### config.mk
export PLATFORM = sky130hd
export DESIGN_NAME = piece_pos_ctrl
export DESIGN_NICKNAME = d
export VERILOG_FILES = /design/src/rtl/tetris_pkg.sv /design/src/rtl/piece_pos_ctrl_gravity_timer.sv /design/src/rtl/piece_pos_ctrl.sv
export SDC_FILE = /design/constraint.sdc
export NUM_CORES = 1
export LEC_CHECK = 0
export BUFFER_PORTS_ARGS = -buffer_cell sky130_fd_sc_hd__buf_2
export CORE_MARGIN = 3
export CORE_UTILIZATION = 40
export DETAILED_ROUTE_END_ITERATION = 10
export HOLD_SLACK_MARGIN = 0.03
export PLACE_DENSITY = 0.64
export SETUP_SLACK_MARGIN = 0.4
export SYNTH_ARGS = -nofsm -noshare
export SYNTH_HDL_FRONTEND = slang
export SYNTH_HIERARCHICAL = 1
export SYNTH_SLANG_ARGS = --single-unit
### constraint.sdc
create_clock -name clk -period 3.7 [get_ports clk]
set_clock_uncertainty 0.15 [all_clocks]
set_input_delay 0.74 -clock clk [delete_from_list [all_inputs] [get_ports clk]]
set_output_delay 0.74 -clock clk [all_outputs]
set_load 0.02 [all_outputs]
### src/rtl/tetris_pkg.sv
// Shared types for the falling-piece controller: move opcodes, FSM states and rotation width.
// The KICK state exists only when WALL_KICK_EN is defined.
package tetris_pkg;

  localparam int ROT_W = 2;

  typedef enum logic [2:0] {
    NOP       = 3'd0,
    LEFT      = 3'd1,
    RIGHT     = 3'd2,
    DOWN      = 3'd3,
    ROT_CW    = 3'd4,
    ROT_CCW   = 3'd5,
    HARD_DROP = 3'd6
  } move_op_t;

  typedef enum logic [2:0] {
    SPAWN = 3'd0,
    IDLE  = 3'd1,
    CHECK = 3'd2,
`ifdef WALL_KICK_EN
    KICK  = 3'd3,
`endif
    DEAD  = 3'd4
  } state_t;

endpackage

### src/rtl/piece_pos_ctrl_gravity_timer.sv
// Free-running gravity divider: one tick every GRAV_DIV cycles, restartable via clr_i
// and held while freeze_i is high.
module gravity_timer #(
  parameter int unsigned GRAV_DIV = 25_000_000
) (
  input  logic clk,
  input  logic rst_n,
  input  logic clr_i,
  input  logic freeze_i,
  output logic tick_o
);

  localparam int unsigned    CNT_W = $clog2(GRAV_DIV);
  localparam logic [CNT_W-1:0] LAST  = CNT_W'(GRAV_DIV - 1);
  localparam logic [CNT_W-1:0] ONE   = CNT_W'(1);

  logic [CNT_W-1:0] cnt_q;
  logic [CNT_W-1:0] cnt_d;
  logic             wrap_s;

  // Next count; clear has priority over freeze, freeze over counting
  always_comb begin
    cnt_d  = cnt_q;
    wrap_s = 1'b0;
    if (clr_i) begin
      cnt_d = '0;
    end else if (freeze_i) begin
      cnt_d = cnt_q;
    end else if (cnt_q == LAST) begin
      cnt_d  = '0;
      wrap_s = 1'b1;
    end else begin
      cnt_d = cnt_q + ONE;
    end
  end

  // Counter register
  always_ff @(posedge clk) begin
    if (!rst_n) begin
      cnt_q <= '0;
    end else begin
      cnt_q <= cnt_d;
    end
  end

  assign tick_o = wrap_s;

endmodule

### src/rtl/piece_pos_ctrl.sv
// Committed piece position/rotation with collision-checked moves, gravity, lock and respawn.
// Define WALL_KICK_EN to retry a blocked rotation at x-1 and then x+1.
module piece_pos_ctrl
  import tetris_pkg::*;
#(
  parameter int unsigned XW       = 5,
  parameter int unsigned YW       = 5,
  parameter int unsigned BOARD_W  = 20,
  parameter int unsigned BOARD_H  = 24,
  parameter int unsigned SPAWN_X  = 9,
  parameter int unsigned SPAWN_Y  = 0,
  parameter int unsigned GRAV_DIV = 25_000_000
) (
  input  logic             clk,
  input  logic             rst_n,
  input  logic             cmd_valid,
  output logic             cmd_ready,
  input  move_op_t         cmd_op,
  output logic             cand_valid,
  output logic [XW-1:0]    cand_x,
  output logic [YW-1:0]    cand_y,
  output logic [ROT_W-1:0] cand_rot,
  input  logic             chk_valid,
  input  logic             chk_hit,
  output logic [XW-1:0]    pos_x,
  output logic [YW-1:0]    pos_y,
  output logic [ROT_W-1:0] rot,
  output logic             lock_pulse,
  output logic             game_over
);

  if (BOARD_W >= (2 ** XW)) begin : g_bad_board_w
    $error("BOARD_W must be smaller than 2**XW");
  end
  if (BOARD_H >= (2 ** YW)) begin : g_bad_board_h
    $error("BOARD_H must be smaller than 2**YW");
  end

  localparam logic [XW-1:0]    SPAWN_XV = XW'(SPAWN_X);
  localparam logic [YW-1:0]    SPAWN_YV = YW'(SPAWN_Y);
  localparam logic [XW-1:0]    X_ONE    = XW'(1);
  localparam logic [YW-1:0]    Y_ONE    = YW'(1);
  localparam logic [ROT_W-1:0] R_ONE    = ROT_W'(1);
  localparam logic [ROT_W-1:0] R_ZERO   = ROT_W'(0);

  state_t             state_q, state_d;
  move_op_t           op_q, op_d;
  logic               user_q, user_d;
  logic               spawn_issue_q, spawn_issue_d;
  logic               grav_pend_q, grav_pend_d;
  logic [XW-1:0]      pos_x_q, pos_x_d;
  logic [YW-1:0]      pos_y_q, pos_y_d;
  logic [ROT_W-1:0]   rot_q, rot_d;
  logic [XW-1:0]      cand_x_q, cand_x_d;
  logic [YW-1:0]      cand_y_q, cand_y_d;
  logic [ROT_W-1:0]   cand_rot_q, cand_rot_d;
  logic               cand_valid_q, cand_valid_d;
  logic               cmd_ready_q, cmd_ready_d;
  logic               lock_q, lock_d;
  logic               game_over_q, game_over_d;
`ifdef WALL_KICK_EN
  logic               kick_step_q, kick_step_d;
`endif

  logic               tick_s;
  logic               grav_clr_s;
  logic               grav_issue_s;
  logic               freeze_s;
  logic [XW-1:0]      mv_x_s;
  logic [YW-1:0]      mv_y_s;
  logic [ROT_W-1:0]   mv_rot_s;
  logic               mv_chk_s;

  assign freeze_s = (state_q == DEAD);

  gravity_timer #(
    .GRAV_DIV (GRAV_DIV)
  ) u_grav (
    .clk      (clk),
    .rst_n    (rst_n),
    .clr_i    (grav_clr_s),
    .freeze_i (freeze_s),
    .tick_o   (tick_s)
  );

  // Candidate a user op would produce from the committed position; NOP needs no check
  always_comb begin
    mv_x_s   = pos_x_q;
    mv_y_s   = pos_y_q;
    mv_rot_s = rot_q;
    mv_chk_s = 1'b1;
    case (cmd_op)
      LEFT:            mv_x_s   = pos_x_q - X_ONE;
      RIGHT:           mv_x_s   = pos_x_q + X_ONE;
      DOWN, HARD_DROP: mv_y_s   = pos_y_q + Y_ONE;
      ROT_CW:          mv_rot_s = rot_q + R_ONE;
      ROT_CCW:         mv_rot_s = rot_q - R_ONE;
      default:         mv_chk_s = 1'b0;
    endcase
  end

  // Main FSM: next state, position commit and candidate strobes
  always_comb begin
    state_d       = state_q;
    op_d          = op_q;
    user_d        = user_q;
    spawn_issue_d = spawn_issue_q;
    pos_x_d       = pos_x_q;
    pos_y_d       = pos_y_q;
    rot_d         = rot_q;
    cand_x_d      = cand_x_q;
    cand_y_d      = cand_y_q;
    cand_rot_d    = cand_rot_q;
    cand_valid_d  = 1'b0;
    lock_d        = 1'b0;
    game_over_d   = game_over_q;
    grav_clr_s    = 1'b0;
    grav_issue_s  = 1'b0;
`ifdef WALL_KICK_EN
    kick_step_d   = kick_step_q;
`endif
    case (state_q)
      SPAWN: begin
        if (spawn_issue_q) begin
          cand_x_d      = SPAWN_XV;
          cand_y_d      = SPAWN_YV;
          cand_rot_d    = R_ZERO;
          cand_valid_d  = 1'b1;
          spawn_issue_d = 1'b0;
        end else if (chk_valid) begin
          if (chk_hit) begin
            state_d     = DEAD;
            game_over_d = 1'b1;
          end else begin
            pos_x_d = cand_x_q;
            pos_y_d = cand_y_q;
            rot_d   = cand_rot_q;
            state_d = IDLE;
          end
        end else begin
          state_d = SPAWN;
        end
      end

      IDLE: begin
        // A pending gravity tick pre-empts any offered command (cmd_ready is low then)
        if (grav_pend_q) begin
          op_d         = DOWN;
          user_d       = 1'b0;
          grav_issue_s = 1'b1;
          cand_x_d     = pos_x_q;
          cand_y_d     = pos_y_q + Y_ONE;
          cand_rot_d   = rot_q;
          cand_valid_d = 1'b1;
          state_d      = CHECK;
        end else if (cmd_valid && cmd_ready_q && mv_chk_s) begin
          op_d         = cmd_op;
          user_d       = 1'b1;
          cand_x_d     = mv_x_s;
          cand_y_d     = mv_y_s;
          cand_rot_d   = mv_rot_s;
          cand_valid_d = 1'b1;
          state_d      = CHECK;
        end else begin
          state_d = IDLE;
        end
      end

      CHECK: begin
        if (chk_valid && !chk_hit) begin
          pos_x_d = cand_x_q;
          pos_y_d = cand_y_q;
          rot_d   = cand_rot_q;
          case (op_q)
            HARD_DROP: begin
              cand_y_d     = cand_y_q + Y_ONE;
              cand_valid_d = 1'b1;
              state_d      = CHECK;
            end
            DOWN: begin
              grav_clr_s = user_q;
              state_d    = IDLE;
            end
            default: state_d = IDLE;
          endcase
        end else if (chk_valid) begin
          case (op_q)
            DOWN, HARD_DROP: begin
              lock_d        = 1'b1;
              spawn_issue_d = 1'b1;
              state_d       = SPAWN;
            end
            ROT_CW, ROT_CCW: begin
`ifdef WALL_KICK_EN
              cand_x_d     = pos_x_q - X_ONE;
              cand_y_d     = pos_y_q;
              cand_valid_d = 1'b1;
              kick_step_d  = 1'b0;
              state_d      = KICK;
`else
              state_d = IDLE;
`endif
            end
            default: state_d = IDLE;
          endcase
        end else begin
          state_d = CHECK;
        end
      end

`ifdef WALL_KICK_EN
      KICK: begin
        // cand_rot still holds the new rotation; only x is retried
        if (chk_valid && !chk_hit) begin
          pos_x_d = cand_x_q;
          pos_y_d = cand_y_q;
          rot_d   = cand_rot_q;
          state_d = IDLE;
        end else if (chk_valid && !kick_step_q) begin
          cand_x_d     = pos_x_q + X_ONE;
          cand_y_d     = pos_y_q;
          cand_valid_d = 1'b1;
          kick_step_d  = 1'b1;
          state_d      = KICK;
        end else if (chk_valid) begin
          state_d = IDLE;
        end else begin
          state_d = KICK;
        end
      end
`endif

      DEAD: begin
        game_over_d = 1'b1;
        state_d     = DEAD;
      end

      default: begin
        spawn_issue_d = 1'b1;
        state_d       = SPAWN;
      end
    endcase
  end

  // Gravity pending flag and registered command-ready
  always_comb begin
    grav_pend_d = grav_pend_q;
    if (grav_clr_s) begin
      grav_pend_d = 1'b0;
    end else if (tick_s) begin
      grav_pend_d = 1'b1;
    end else if (grav_issue_s) begin
      grav_pend_d = 1'b0;
    end else begin
      grav_pend_d = grav_pend_q;
    end
    cmd_ready_d = (state_d == IDLE) && !grav_pend_d;
  end

  // State and output registers
  always_ff @(posedge clk) begin
    if (!rst_n) begin
      state_q       <= SPAWN;
      op_q          <= NOP;
      user_q        <= 1'b0;
      spawn_issue_q <= 1'b1;
      grav_pend_q   <= 1'b0;
      pos_x_q       <= SPAWN_XV;
      pos_y_q       <= SPAWN_YV;
      rot_q         <= R_ZERO;
      cand_x_q      <= SPAWN_XV;
      cand_y_q      <= SPAWN_YV;
      cand_rot_q    <= R_ZERO;
      cand_valid_q  <= 1'b0;
      cmd_ready_q   <= 1'b0;
      lock_q        <= 1'b0;
      game_over_q   <= 1'b0;
`ifdef WALL_KICK_EN
      kick_step_q   <= 1'b0;
`endif
    end else begin
      state_q       <= state_d;
      op_q          <= op_d;
      user_q        <= user_d;
      spawn_issue_q <= spawn_issue_d;
      grav_pend_q   <= grav_pend_d;
      pos_x_q       <= pos_x_d;
      pos_y_q       <= pos_y_d;
      rot_q         <= rot_d;
      cand_x_q      <= cand_x_d;
      cand_y_q      <= cand_y_d;
      cand_rot_q    <= cand_rot_d;
      cand_valid_q  <= cand_valid_d;
      cmd_ready_q   <= cmd_ready_d;
      lock_q        <= lock_d;
      game_over_q   <= game_over_d;
`ifdef WALL_KICK_EN
      kick_step_q   <= kick_step_d;
`endif
    end
  end

  assign cmd_ready  = cmd_ready_q;
  assign cand_valid = cand_valid_q;
  assign cand_x     = cand_x_q;
  assign cand_y     = cand_y_q;
  assign cand_rot   = cand_rot_q;
  assign pos_x      = pos_x_q;
  assign pos_y      = pos_y_q;
  assign rot        = rot_q;
  assign lock_pulse = lock_q;
  assign game_over  = game_over_q;

endmodule
== Yosys cells after proc, flatten, opt, wreduce, memory -nomap -nowiden ==
Index checks and enable logic that the tools add are counted.
W data, S select, Z words.
Storage, ports and cells
  flip-flop bits (word level): 62
  word-level logic and storage cells: 149
Cells by class
  add/subtract/negate cells: 7
  equal/unequal tests: 24
  mux-type cells: 74
  bitwise logic cells: 4
  reductions and logical operators: 24
Operators with widths (count)
  $mux W5: 17
  $pmux W5 S2: 4
  $mux W1: 27
  $add A25 B1 Y25 const B: 1
  $eq A25 B25 Y1 const B: 1
  $mux W25: 1
  $mux W3: 7
  $mux W2: 10
  $ne A2 B2 Y1 const B: 8
  $add A5 B1 Y5 const B: 3
  $eq A3 B3 Y1 const B: 5
  $pmux W5 S3: 1
  $eq A3 B2 Y1 const B: 4
  $pmux W2 S2: 3
  $pmux W3 S4: 1
  $reduce_and A5 Y1: 2
  $eq A3 B1 Y1 const B: 3
  $reduce_and A4 Y1: 2
  $reduce_bool A2 Y1: 4
  $reduce_or A2 Y1: 4
  $pmux W1 S3: 2
  $reduce_or A6 Y1: 1
  $sub A5 B1 Y5 const B: 1
  $logic_and A1 B1 Y1: 4
  12 further kinds: 17

== Depth between registers and ports, before layout ==
  depth after elaboration: 9
  gate-level depth with buffers: 10
  depth with buffers taken out: 8

== Cells and area by module ==
The synthesis kept the hierarchy.
By module, submodules not included
  piece_pos_ctrl: times used 1, cells an instance 227, area an instance 2093.3 um^2, sequential area each 740.7 um^2
  gravity_timer: times used 1, cells an instance 151, area an instance 1271.2 um^2, sequential area each 500.5 um^2

== Worst setup path before layout ==
Ideal clock, no wire load.
  path kind: input to register
  start: input port cmd_op[2]
  end: register cand_x_q[3] (netlist: cand_x[3])
  library setup time: 132 ps
  arrival: 2525 ps
  slack: 892 ps
  cell stages on the path: 8
  path through: buf_2 or3b_2 ha_1 a21o_1 a21oi_1 xnor2_1 a2111oi_1 o21ai_1
Between the ends
  cells in the longest elaborated chain, start to end: 6
  elaborated cells between the ends (all ways): 15
RTL lines
  start: declaration: RTL line piece_pos_ctrl.sv:18  | input move_op_t cmd_op,
  $eq A3 B3 Y1, or another cell as far along: RTL line piece_pos_ctrl.sv:92  | case (cmd_op)
  $reduce_or A6 Y1 (no source line)
  $mux W1: RTL line piece_pos_ctrl.sv:92
  $logic_and A1 B1 Y1: RTL line piece_pos_ctrl.sv:156  | end else if (cmd_valid && cmd_ready_q && mv_chk_s) begin
  $ne A3 B3 Y1 (no source line)
  $reduce_and A3 Y1 (no source line)
  end signal: assignment: RTL line piece_pos_ctrl.sv:290  | cand_x_q <= cand_x_d;
  end: declaration: RTL line piece_pos_ctrl.sv:54  | logic [XW-1:0] cand_x_q, cand_x_d;
Several ways; a longest one is shown, not always the timed one. The select of a mux whose other input is x is not followed.
A chain may end at the register's enable or synchronous reset.

== Final worst setup path ==
  start: register state_q[0]
  end: register u_grav.cnt_q[21]
Between the ends
  elaborated cells between the ends (all ways): 4
RTL lines
  start: declaration: RTL line piece_pos_ctrl.sv:46  | state_t state_q, state_d;
  start signal: assignment: RTL line piece_pos_ctrl.sv:282  | state_q <= state_d;
  $eq A3 B3 Y1: RTL line piece_pos_ctrl.sv:74  | assign freeze_s = (state_q == DEAD);
  named net freeze_s: RTL line piece_pos_ctrl.sv:68  | logic freeze_s;
  end signal: assignment: RTL line piece_pos_ctrl_gravity_timer.sv:42  | cnt_q <= cnt_d;
  end: declaration: RTL line piece_pos_ctrl_gravity_timer.sv:17  | logic [CNT_W-1:0] cnt_q;
The timed path passes the listed nets, and every way through them passes these cells.

==> flow_summary.ini <==
[power]
leakage_nw = 1.45
power_density_nw_per_um2 = 358
vdd_drop_max_uv = 157
total_power_mw = 1.34

[placement]
pre_cts_slack_ns = 0.751
port_buffers = 35
hpwl_um = 5240
finalWeightedCongestion = 0.848
place_inst = 498
placed_area_sq_um = 3580

[synth]
seq_area_frac_synth = 0.369
syn_area_sq_um = 3360
synth.avg_cell_area_sq_um = 8.90
synthesis.nets = 393
ys_warn_count = 6
async_reset_ff_frac = 0
ys_types = 67
ys_seq_elements = 62
synth_edf_count = 0
postSynthCellCount = 378
synthFlopType = dfxtp_1

[worst_setup_path]
cp_max_fo = 10
cp-end-kind = register
crit_arrival_ns = 2.80
path_class = register to register
r2r_setup_slack_ns = 1.01
crit_start = state_q[0]
reg2reg_to = u_grav/cnt_q[21]
required_ns = 3.81
timing.rr.start = state_q[0]
r2r_cells = 6
start_kind = register

[sta]
hold_viol = 0
min_period_over_period = 0.727
hold_ws_ns = 0.315
setup-violations-final = 0
clock.fmax_mhz = 372
slew_violations = 0
rsz0062_at_grt = false
finalWorstSetupSlack_ns = 1.01
slew_headroom = 0.385
tightest_slew_ns = 0.918
tns_ns = 0
period_minus_slack_ns = 2.69

[die]
rows = 32
fp.dieH_um = 97.7
die_area_sq_um = 9550
ios = 36
initial_utilization = 0.424
fp.dieW_um = 97.7
core_sq_um = 7930

[global_route]
grt_pass1_vias = 2659
grt_pass1_wl_um = 12900
track_usage = 0.163
grt_overflow = 0
grt_start_max_net_pins = 41
antenna_found_initial = 0

[drt]
drt_first_iter_violations = 117
via_count = 2829
firstDrtPassIters = 4
drc = 0
ant_nets = 0
wl_per_cell_um = 14.5
wl_um = 7440
via_per_inst = 5.50

[cells_and_area]
drive_gt1_frac = 0.177
fin_cells = 514
diodes = 0
area_delta_synth_final_pct = 11.3
final_cell_mix = 62 x dfxtp_1, 35 x buf_2, 29 x nor2_1
final_common_cell = dfxtp_1
nets = 422
utilization = 0.473
stdcell_area_sq_um = 3750

[clocking]
cts_resized = 0
clkLatencyLatePin_ns = 0.34
max-clock-path-buffers = 2
cts_hold_buf = 0
cts_num_sinks = 62
root_buffer = clkbuf_8
cts_tree = yes
htreeDepth = 3
cts_setup_buffers = 0
cts_buffers = 9
cts.clk_slew.worst_paths_ns = 0.07

[min_path]
min_path_type = register to register
min-delay-start = game_over
hold_depth = 1
holdPathEnd = game_over

[outcome]
status = completed

[flow_run]
cap_violations = 0
-- area by class of cell --
cell class	instances	area (sq um)
multi-input cells	289	1990
repair buffers	36	183
clock buffers	12	145
well taps	102	128
inverters	9	33.8
fillers	818	4180
flip-flops and latches	62	1240
clock inverters	4	22.5
-- per-layer routing --
layer,share of wire,GRT usage
met1,0.51,0.228
met2,0.44,0.241
met3,0.041,0.0445
met5,0,0
met4,0.0067,0.0564
-- flip-flops by register name, summed over array words and instances, names as in the netlist --
name	count
cand_x	5
lock_pulse	1
cmd_ready	1
rot	2
grav_pend_q	1
cand_valid	1
pos_y	5
state_q	3
pos_x	5
user_q	1
u_grav/cnt_q	25
cand_rot	2
spawn_issue_q	1
op_q	3
cand_y	5
game_over	1
-- synthesized netlist by cell type, types with 6 or more instances --
master,count,area [sq um]
nand4_1,15,93.8
nor2_1,29,109
xor2_1,9,78.8
a21oi_1,19,95.1
nand2_1,26,97.6
nand3_1,13,65.1
nor2b_1,18,113
mux2i_1,14,140
o21ai_0,6,30.0
nor3_1,11,55.1
ha_1,6,75.1
inv_1,9,33.8
nor4_1,9,56.3
clkbuf_1,9,33.8
o211ai_1,6,45.0
dfxtp_1,62,1240
xnor2_1,20,175
-- worst max-delay path by stage --
stage | slack, ns | cells after the start | endpoint
3_5_place_dp | 0.75 | 8 | cand_x[3]
4_1_cts | 1.02 | 6 | u_grav/cnt_q[21]
5_1_grt | 0.85 | 6 | u_grav/cnt_q[21]
3_3_place_gp | 0.78 | 8 | cand_x[3]
2_1_floorplan | 0.89 | 8 | cand_x[3]
6_report | 1.01 | 6 | u_grav/cnt_q[21]
-- logic make-up after synthesis --
group	share of synthesized area
and+or+nand+nor	0.290
AOI/OAI and AO/OA	0.151
DFF	0.369
xor gates and xnor gates	0.0755
buffers and inverters	0.0387
muxes	0.0483
adders and majority gates	0.0283
-- where the power goes --
group / internal (mW) / leakage [nW] / total [mW] / switching (mW)
clock network: 0.258 / 0.0861 / 0.516 / 0.258
logic: 0.0526 / 0.865 / 0.129 / 0.0760
registers: 0.680 / 0.502 / 0.696 / 0.0160
total: 0.991 / 1.45 / 1.34 / 0.350
-- worst max-delay path, stage by stage, from the launching register on --
cell and delay [ns]:
dfxtp_1 0.55, nor2_1 0.13, and2_1 0.27, nand4b_1 0.44
or3_1 0.53, or4_1 0.41, a21oi_1 0.14
(Power assumes the default switching activity.)
